$ cat config.mk
export PLATFORM = sky130hd
export DESIGN_NAME = logic_pipe
export DESIGN_NICKNAME = d
export VERILOG_FILES = /design/src/rtl/logic_pipe.sv
export SDC_FILE = /design/constraint.sdc
export NUM_CORES = 1
export LEC_CHECK = 0
export ABC_CLOCK_PERIOD_IN_PS = 4800
export CAP_MARGIN = 20
export CORE_MARGIN = 2
export CORE_UTILIZATION = 45
export DETAILED_ROUTE_END_ITERATION = 8
export HOLD_SLACK_MARGIN = 0.15
export PLACE_DENSITY_LB_ADDON = 0.25
export SLEW_MARGIN = 20
export SYNTH_ARGS = -nofsm -noshare
export SYNTH_HDL_FRONTEND = slang
export SYNTH_SLANG_ARGS = --single-unit
export TNS_END_PERCENT = 10
$ cat constraint.sdc
create_clock -name clk -period 4.8 [get_ports clk]
set_clock_uncertainty 0.1 [all_clocks]
set_input_delay 0.96 -clock clk [delete_from_list [all_inputs] [get_ports clk]]
set_output_delay 0.96 -clock clk [all_outputs]
set_load 0.05 [all_outputs]
$ cat src/rtl/logic_pipe.sv
// -----------------------------------------------------------------------------
// logic_pipe
//
// Two-stage valid/ready pipeline that applies one of four bitwise logic
// functions to WIDTH-bit operands A/B/C/D and produces results E/F. It also
// keeps a wrapping count of results accepted by the consumer.
//
// Stage 1 captures the operand set together with its mode. Stage 2 turns the
// captured terms into E/F and presents them to the consumer.
//
// Modes:
//   0 : F = ~((A&B)|C) | (C&D)   E = C&D   (original four-input cell)
//   1 : F = A^B                  E = C^D
//   2 : F = A&B                  E = C|D
//   3 : F = ~(A|B)               E = ~(C&D)
//
// Optional build macro:
//   LOGIC_PIPE_ZERO_FLAG_EN - adds out_zero. It is registered with E/F and is
//                             1 when both E and F are zero.
//
// Parameters:
//   WIDTH     operand/result width
//   COUNT_W   width of the completed-result counter
//
// Ports:
//   clk        in   clock, rising edge
//   reset      in   synchronous active-high reset
//   in_valid   in   operand set is valid
//   in_ready   out  pipeline accepts an operand set this cycle
//   mode       in   logic function select, captured with the operands
//   A,B,C,D    in   operands
//   out_valid  out  E/F hold a valid result
//   out_ready  in   consumer takes the result this cycle
//   E,F        out  results
//   out_count  out  results consumed, modulo 2**COUNT_W
//   out_zero   out  (optional) E == 0 and F == 0
// -----------------------------------------------------------------------------
module logic_pipe #(
  parameter int WIDTH   = 8,
  parameter int COUNT_W = 8
) (
  input  logic               clk,
  input  logic               reset,
  input  logic               in_valid,
  output logic               in_ready,
  input  logic [1:0]         mode,
  input  logic [WIDTH-1:0]   A,
  input  logic [WIDTH-1:0]   B,
  input  logic [WIDTH-1:0]   C,
  input  logic [WIDTH-1:0]   D,
  output logic               out_valid,
  input  logic               out_ready,
  output logic [WIDTH-1:0]   E,
  output logic [WIDTH-1:0]   F,
`ifdef LOGIC_PIPE_ZERO_FLAG_EN
  output logic               out_zero,
`endif
  output logic [COUNT_W-1:0] out_count
);

  // Mode-dependent A/B term carried through stage 1. Modes 1 and 3 need a
  // term that cannot be rebuilt from A&B alone. Modes 0 and 2 ignore it.
  function automatic logic [WIDTH-1:0] calc_term(
    input logic [1:0]       m,
    input logic [WIDTH-1:0] a,
    input logic [WIDTH-1:0] b
  );
    logic [WIDTH-1:0] t;
    t = (m == 2'd1) ? (a ^ b) : (a | b);
    return t;
  endfunction

  function automatic logic [WIDTH-1:0] calc_f(
    input logic [1:0]       m,
    input logic [WIDTH-1:0] ab,
    input logic [WIDTH-1:0] t,
    input logic [WIDTH-1:0] c,
    input logic [WIDTH-1:0] cd
  );
    logic [WIDTH-1:0] f;
    case (m)
      2'd0:    f = ~(ab | c) | cd;
      2'd1:    f = t;
      2'd2:    f = ab;
      default: f = ~t;
    endcase
    return f;
  endfunction

  function automatic logic [WIDTH-1:0] calc_e(
    input logic [1:0]       m,
    input logic [WIDTH-1:0] c,
    input logic [WIDTH-1:0] d,
    input logic [WIDTH-1:0] cd
  );
    logic [WIDTH-1:0] e;
    case (m)
      2'd0:    e = cd;
      2'd1:    e = c ^ d;
      2'd2:    e = c | d;
      default: e = ~cd;
    endcase
    return e;
  endfunction

  // Pipeline control
  logic s2_adv;
  logic s1_adv;
  logic in_fire;
  logic out_fire;

  // Stage 1 registers
  logic             vld_p1_q,  vld_p1_d;
  logic [1:0]       mode_p1_q, mode_p1_d;
  logic [WIDTH-1:0] c_p1_q,    c_p1_d;
  logic [WIDTH-1:0] d_p1_q,    d_p1_d;
  logic [WIDTH-1:0] ab_p1_q,   ab_p1_d;
  logic [WIDTH-1:0] cd_p1_q,   cd_p1_d;
  logic [WIDTH-1:0] t_p1_q,    t_p1_d;

  // Stage 2 registers
  logic             vld_p2_q, vld_p2_d;
  logic [WIDTH-1:0] e_p2_q,   e_p2_d;
  logic [WIDTH-1:0] f_p2_q,   f_p2_d;
`ifdef LOGIC_PIPE_ZERO_FLAG_EN
  logic             z_p2_q,   z_p2_d;
`endif

  logic [COUNT_W-1:0] cnt_q, cnt_d;

  // Stage 2 may load when it is empty or its result leaves this cycle.
  // Stage 1 may then accept new data even while full, because its current
  // contents move into stage 2 on the same edge.
  always_comb begin
    s2_adv   = ~vld_p2_q | out_ready;
    s1_adv   = vld_p1_q & s2_adv;
    in_ready = ~vld_p1_q | s2_adv;
    in_fire  = in_valid & in_ready;
    out_fire = vld_p2_q & out_ready;
  end

  // ---- stage 0 -> stage 1 : operand capture ----
  always_comb begin
    vld_p1_d  = vld_p1_q;
    mode_p1_d = mode_p1_q;
    c_p1_d    = c_p1_q;
    d_p1_d    = d_p1_q;
    ab_p1_d   = ab_p1_q;
    cd_p1_d   = cd_p1_q;
    t_p1_d    = t_p1_q;
    if (in_fire) begin
      vld_p1_d  = 1'b1;
      mode_p1_d = mode;
      c_p1_d    = C;
      d_p1_d    = D;
      ab_p1_d   = A & B;
      cd_p1_d   = C & D;
      t_p1_d    = calc_term(mode, A, B);
    end else if (s1_adv) begin
      vld_p1_d  = 1'b0;
    end
  end

  // ---- stage 1 -> stage 2 : result ----
  always_comb begin
    vld_p2_d = vld_p2_q;
    e_p2_d   = e_p2_q;
    f_p2_d   = f_p2_q;
`ifdef LOGIC_PIPE_ZERO_FLAG_EN
    z_p2_d   = z_p2_q;
`endif
    if (s2_adv) begin
      vld_p2_d = vld_p1_q;
    end
    // E/F keep their old value when stage 2 drains into an empty stage 1.
    if (s1_adv) begin
      e_p2_d = calc_e(mode_p1_q, c_p1_q, d_p1_q, cd_p1_q);
      f_p2_d = calc_f(mode_p1_q, ab_p1_q, t_p1_q, c_p1_q, cd_p1_q);
`ifdef LOGIC_PIPE_ZERO_FLAG_EN
      z_p2_d = (e_p2_d == '0) && (f_p2_d == '0);
`endif
    end
    cnt_d = cnt_q + {{(COUNT_W-1){1'b0}}, out_fire};
  end

  // Control state and visible outputs are reset. The stage 1 payload is
  // qualified by vld_p1_q, so it is left unreset.
  always_ff @(posedge clk) begin
    if (reset) begin
      vld_p1_q <= 1'b0;
      vld_p2_q <= 1'b0;
      e_p2_q   <= '0;
      f_p2_q   <= '0;
`ifdef LOGIC_PIPE_ZERO_FLAG_EN
      z_p2_q   <= 1'b0;
`endif
      cnt_q    <= '0;
    end else begin
      vld_p1_q <= vld_p1_d;
      vld_p2_q <= vld_p2_d;
      e_p2_q   <= e_p2_d;
      f_p2_q   <= f_p2_d;
`ifdef LOGIC_PIPE_ZERO_FLAG_EN
      z_p2_q   <= z_p2_d;
`endif
      cnt_q    <= cnt_d;
    end
  end

  always_ff @(posedge clk) begin
    mode_p1_q <= mode_p1_d;
    c_p1_q    <= c_p1_d;
    d_p1_q    <= d_p1_d;
    ab_p1_q   <= ab_p1_d;
    cd_p1_q   <= cd_p1_d;
    t_p1_q    <= t_p1_d;
  end

  assign out_valid = vld_p2_q;
  assign E         = e_p2_q;
  assign F         = f_p2_q;
  assign out_count = cnt_q;
`ifdef LOGIC_PIPE_ZERO_FLAG_EN
  assign out_zero  = z_p2_q;
`endif

endmodule

==> qor.txt <==
sequential share of the synthesized area -> 52.3%
final worst path period share -> 74.7%
sink count of the clock tree -> 68
worst hold path class -> register to register
PortBufs -> 63
Ys Warns -> 0
post-synthesis cell area -> 3400 um2
Max rail drop VDD -> 0.127 mV
Final GP Congestion -> 0.712
post-route minimum period -> 3580 ps
CTS tree -> yes
layout net count -> 438
Final Hold Slack -> 371 ps
number of detailed-route iterations in the first pass -> 4
main flop type after synthesis -> sky130_fd_sc_hd__edfxtp_1
simple logic cell fraction of the synthesized area -> 17.2%
nets in the synthesized netlist -> 379
static leakage -> 0.00173 uW
# Max-Cap Violations -> 0
CTS H-tree depth -> 3
area growth from synthesis to layout -> 26.1%
Post-CTS Repair Setup Buffers -> 0
Power Density -> 316 nW/um2
Setup Viol. Count Final -> 0
number of endpoints with negative hold slack in the final report -> 0
clock insertion delay at the later pin of the skew report -> 340 ps
boundary pin count -> 64
required time of the worst setup path -> 3740 ps
number of antenna diodes -> 0
outcome -> complete, no violations
first-iteration detailed-routing DRC count -> 66
starting density of the core -> 46.7%
maximum number of pins on one net before global-route repair -> 49
Die Ht -> 91.0 um
Yosys reg bits -> 68
Post-synth EDFFs -> 42
placement row count -> 31
TritonCTS Buffers -> 9
vias post-DR -> 2360
reg2reg setup slack -> 2700 ps
initial antenna violation count -> 0
sequential standard cell area -> 1780 um2
Remaining DRCs -> 0
setup repair after global routing missed its margin -> no
wire length per cell -> 12.9 um
core area -> 7290 um2
length in cells of the worst reg-to-reg path -> 3
via count of the first global-routing pass -> 2348
total congestion overflow after global routing -> 0
clock-pin transition on the worst setup and hold timing paths -> 70 ps
headroom to the max-slew limit -> 35.4%
reg-to-reg startpoint -> mode_p1_q[1]
die area -> 8280 um2
synthesized-area fraction occupied by ao, oa, aoi and oai cells -> 13.2%
final antenna-violating net count -> 0
fraction of layout cells with a size suffix above 1 -> 5.01%
Synth Area per Inst -> 10.8 um2
launching instance or port of the critical path -> out_ready
Worst Setup Start Kind -> primary input
GR Util All Layers -> 16.5%
filler cell count -> 650
startpoint-to-endpoint class of the critical path -> primary input to primary output
first-pass GRT wire length -> 10.7 mm
Sum Neg Setup Slack -> 0 ps
Critical Path AT -> 2520 ps
CTS Root Buffer Type -> sky130_fd_sc_hd__clkbuf_8
number of slew-limit violations in the final report -> 0
proportion of synthesized flip-flops having asynchronous set or reset -> 0%
Cells after Synth -> 315
total area of multi-input combinational cells -> 1390 um2
largest family of logic cells by synthesized area -> simple AND/OR/NAND/NOR gates
Worst setup endpoint -> in_ready
Avg Vias per Cell -> 4.94
endpoint kind of the worst setup timing path -> primary output
post-cts resize count -> 0
maximum fanout encountered on the critical timing path -> 3
reg2reg end -> F[7]
post-synthesis share of cell area spent on full adders, half adders and majority gates -> 9.56%
Die Width -> 91.0 um
slew of the pin with the lowest slew margin -> 969 ps
Final Routed Wirelength -> 6.19 mm
distinct cell type count after synthesis -> 35
mux contribution to synthesized area -> 0%
xor and xnor fraction of the mapped netlist area -> 0.772%
count of hold-fix buffers inserted at cts -> 0
maximum clock path buffer count -> 2
maximum clock rate -> 0.279 GHz
total half-perimeter wirelength after legalization and detailed placement -> 4.36 mm
## registers in the layout, summed over array words and instances, names as in the netlist
register and flops:
E 8, out_valid 1, vld_p1_q 1, d_p1_q 8, t_p1_q 8, cd_p1_q 8, mode_p1_q 2, out_count 8
c_p1_q 8, F 8, ab_p1_q 8
## per-stage QoR
stage	std cells	setup WS [ps]	util [%]	total power [uW]	cell area, um2
floorplan	315	1790	-	803	3400
global placement	462	1260	56.0	874	4090
detailed placement	462	1210	56.0	878	4090
CTS	478	1200	58.9	1380	4290
global route	478	1130	58.9	1420	4290
finish	478	1220	58.9	1360	4290
## per-layer routing
layer | track usage, % | vias to the layer above | share of wire (%)
met5 | 0 | - | 0
met2 | 26.9 | 56 | 48
met3 | 4.73 | 9 | 4.9
li1 | - | 1217 | -
met1 | 20.0 | 1078 | 45
met4 | 7.95 | 0 | 1.3
## layout by cell type (no fill, tap or decap), drive strengths merged
cell           count
clkdlybuf4s50     63
edfxtp            42
inv               41
dfxtp             26
ha                26
nand2b            25
nor2              20
a21oi             14
nor2b             11
or3               10
and2              10
or2               10
nand3             10
clkbuf            10
o211ai             8
a32o               8
a211oi             8
a41o               8
a211o              7
nand2              5
clkinv             3
o21ai              2
xor2               2
bufinv             2
nor3               1
a21o               1
o31a               1
xnor2              1
o31ai              1
or4                1
clkinvlp           1
buf                1
## logic make-up (layout without fill, tap and decap cells)
family / Yosys count / in the layout
adder cells (fa/ha/maj): 26 / 26
buffers and inverters: 57 / 121
AO/OA/AOI/OAI: 58 / 58
XOR/XNOR: 3 / 3
AND/OR/NAND/NOR: 103 / 103
flip-flops: 68 / 68
## report_power, final
part	internal, uW	switching [uW]	leakage, uW	total [uW]
logic	84.9	99.9	0.00101	185
registers	657	21.7	0.000623	679
clock network	287	206	0.0000990	493
total	1030	327	0.00173	1360
## final cells by class
type                       count  area share (%)
sequential                    68            41.5
clock inverter                 6            1.84
multi-input combinational    190            32.3
clock buffer                  10            2.97
inverter                      41            3.59
tap                           99            2.89
timing repair buffer          64            14.9
## critical path, cell delays in order
cell                              delay, ps
sky130_fd_sc_hd__clkdlybuf4s50_1        440
sky130_fd_sc_hd__nor2b_1                300
sky130_fd_sc_hd__nand2_1                110
sky130_fd_sc_hd__clkdlybuf4s50_1        720
## Yosys cell counts (2+ instances only)
cell type | instances | area share, %
sky130_fd_sc_hd__edfxtp_1 | 42 | 37
sky130_fd_sc_hd__and2_1 | 10 | 1.8
sky130_fd_sc_hd__nor2b_1 | 11 | 2.0
sky130_fd_sc_hd__buf_2 | 8 | 1.2
sky130_fd_sc_hd__a32o_1 | 8 | 2.4
sky130_fd_sc_hd__clkbuf_1 | 5 | 0.55
sky130_fd_sc_hd__ha_1 | 26 | 9.6
sky130_fd_sc_hd__nand2_1 | 5 | 0.55
sky130_fd_sc_hd__a21oi_1 | 13 | 1.9
sky130_fd_sc_hd__a211o_1 | 7 | 1.8
sky130_fd_sc_hd__nor2_1 | 20 | 2.2
sky130_fd_sc_hd__o21ai_1 | 2 | 0.29
sky130_fd_sc_hd__or2_1 | 9 | 1.7
sky130_fd_sc_hd__or3_1 | 10 | 1.8
sky130_fd_sc_hd__nand3_1 | 9 | 1.3
sky130_fd_sc_hd__inv_1 | 40 | 4.4
sky130_fd_sc_hd__nand2b_1 | 25 | 4.6
sky130_fd_sc_hd__dfxtp_1 | 26 | 15
sky130_fd_sc_hd__xor2_1 | 2 | 0.51
sky130_fd_sc_hd__a211oi_1 | 8 | 1.8
sky130_fd_sc_hd__a41o_1 | 8 | 2.4
sky130_fd_sc_hd__o211ai_1 | 8 | 1.8
## worst min-delay path by stage
stage                   from        end  slack, ps  cells after the start
floorplan           vld_p1_q  out_valid        390                      2
global placement        E[7]       E[7]        360                      1
detailed placement      E[4]       E[4]        360                      1
CTS                     E[4]       E[4]        370                      1
global route            E[4]       E[4]        380                      1
finish                  E[4]       E[4]        370                      1
(Power assumes the default switching activity.)
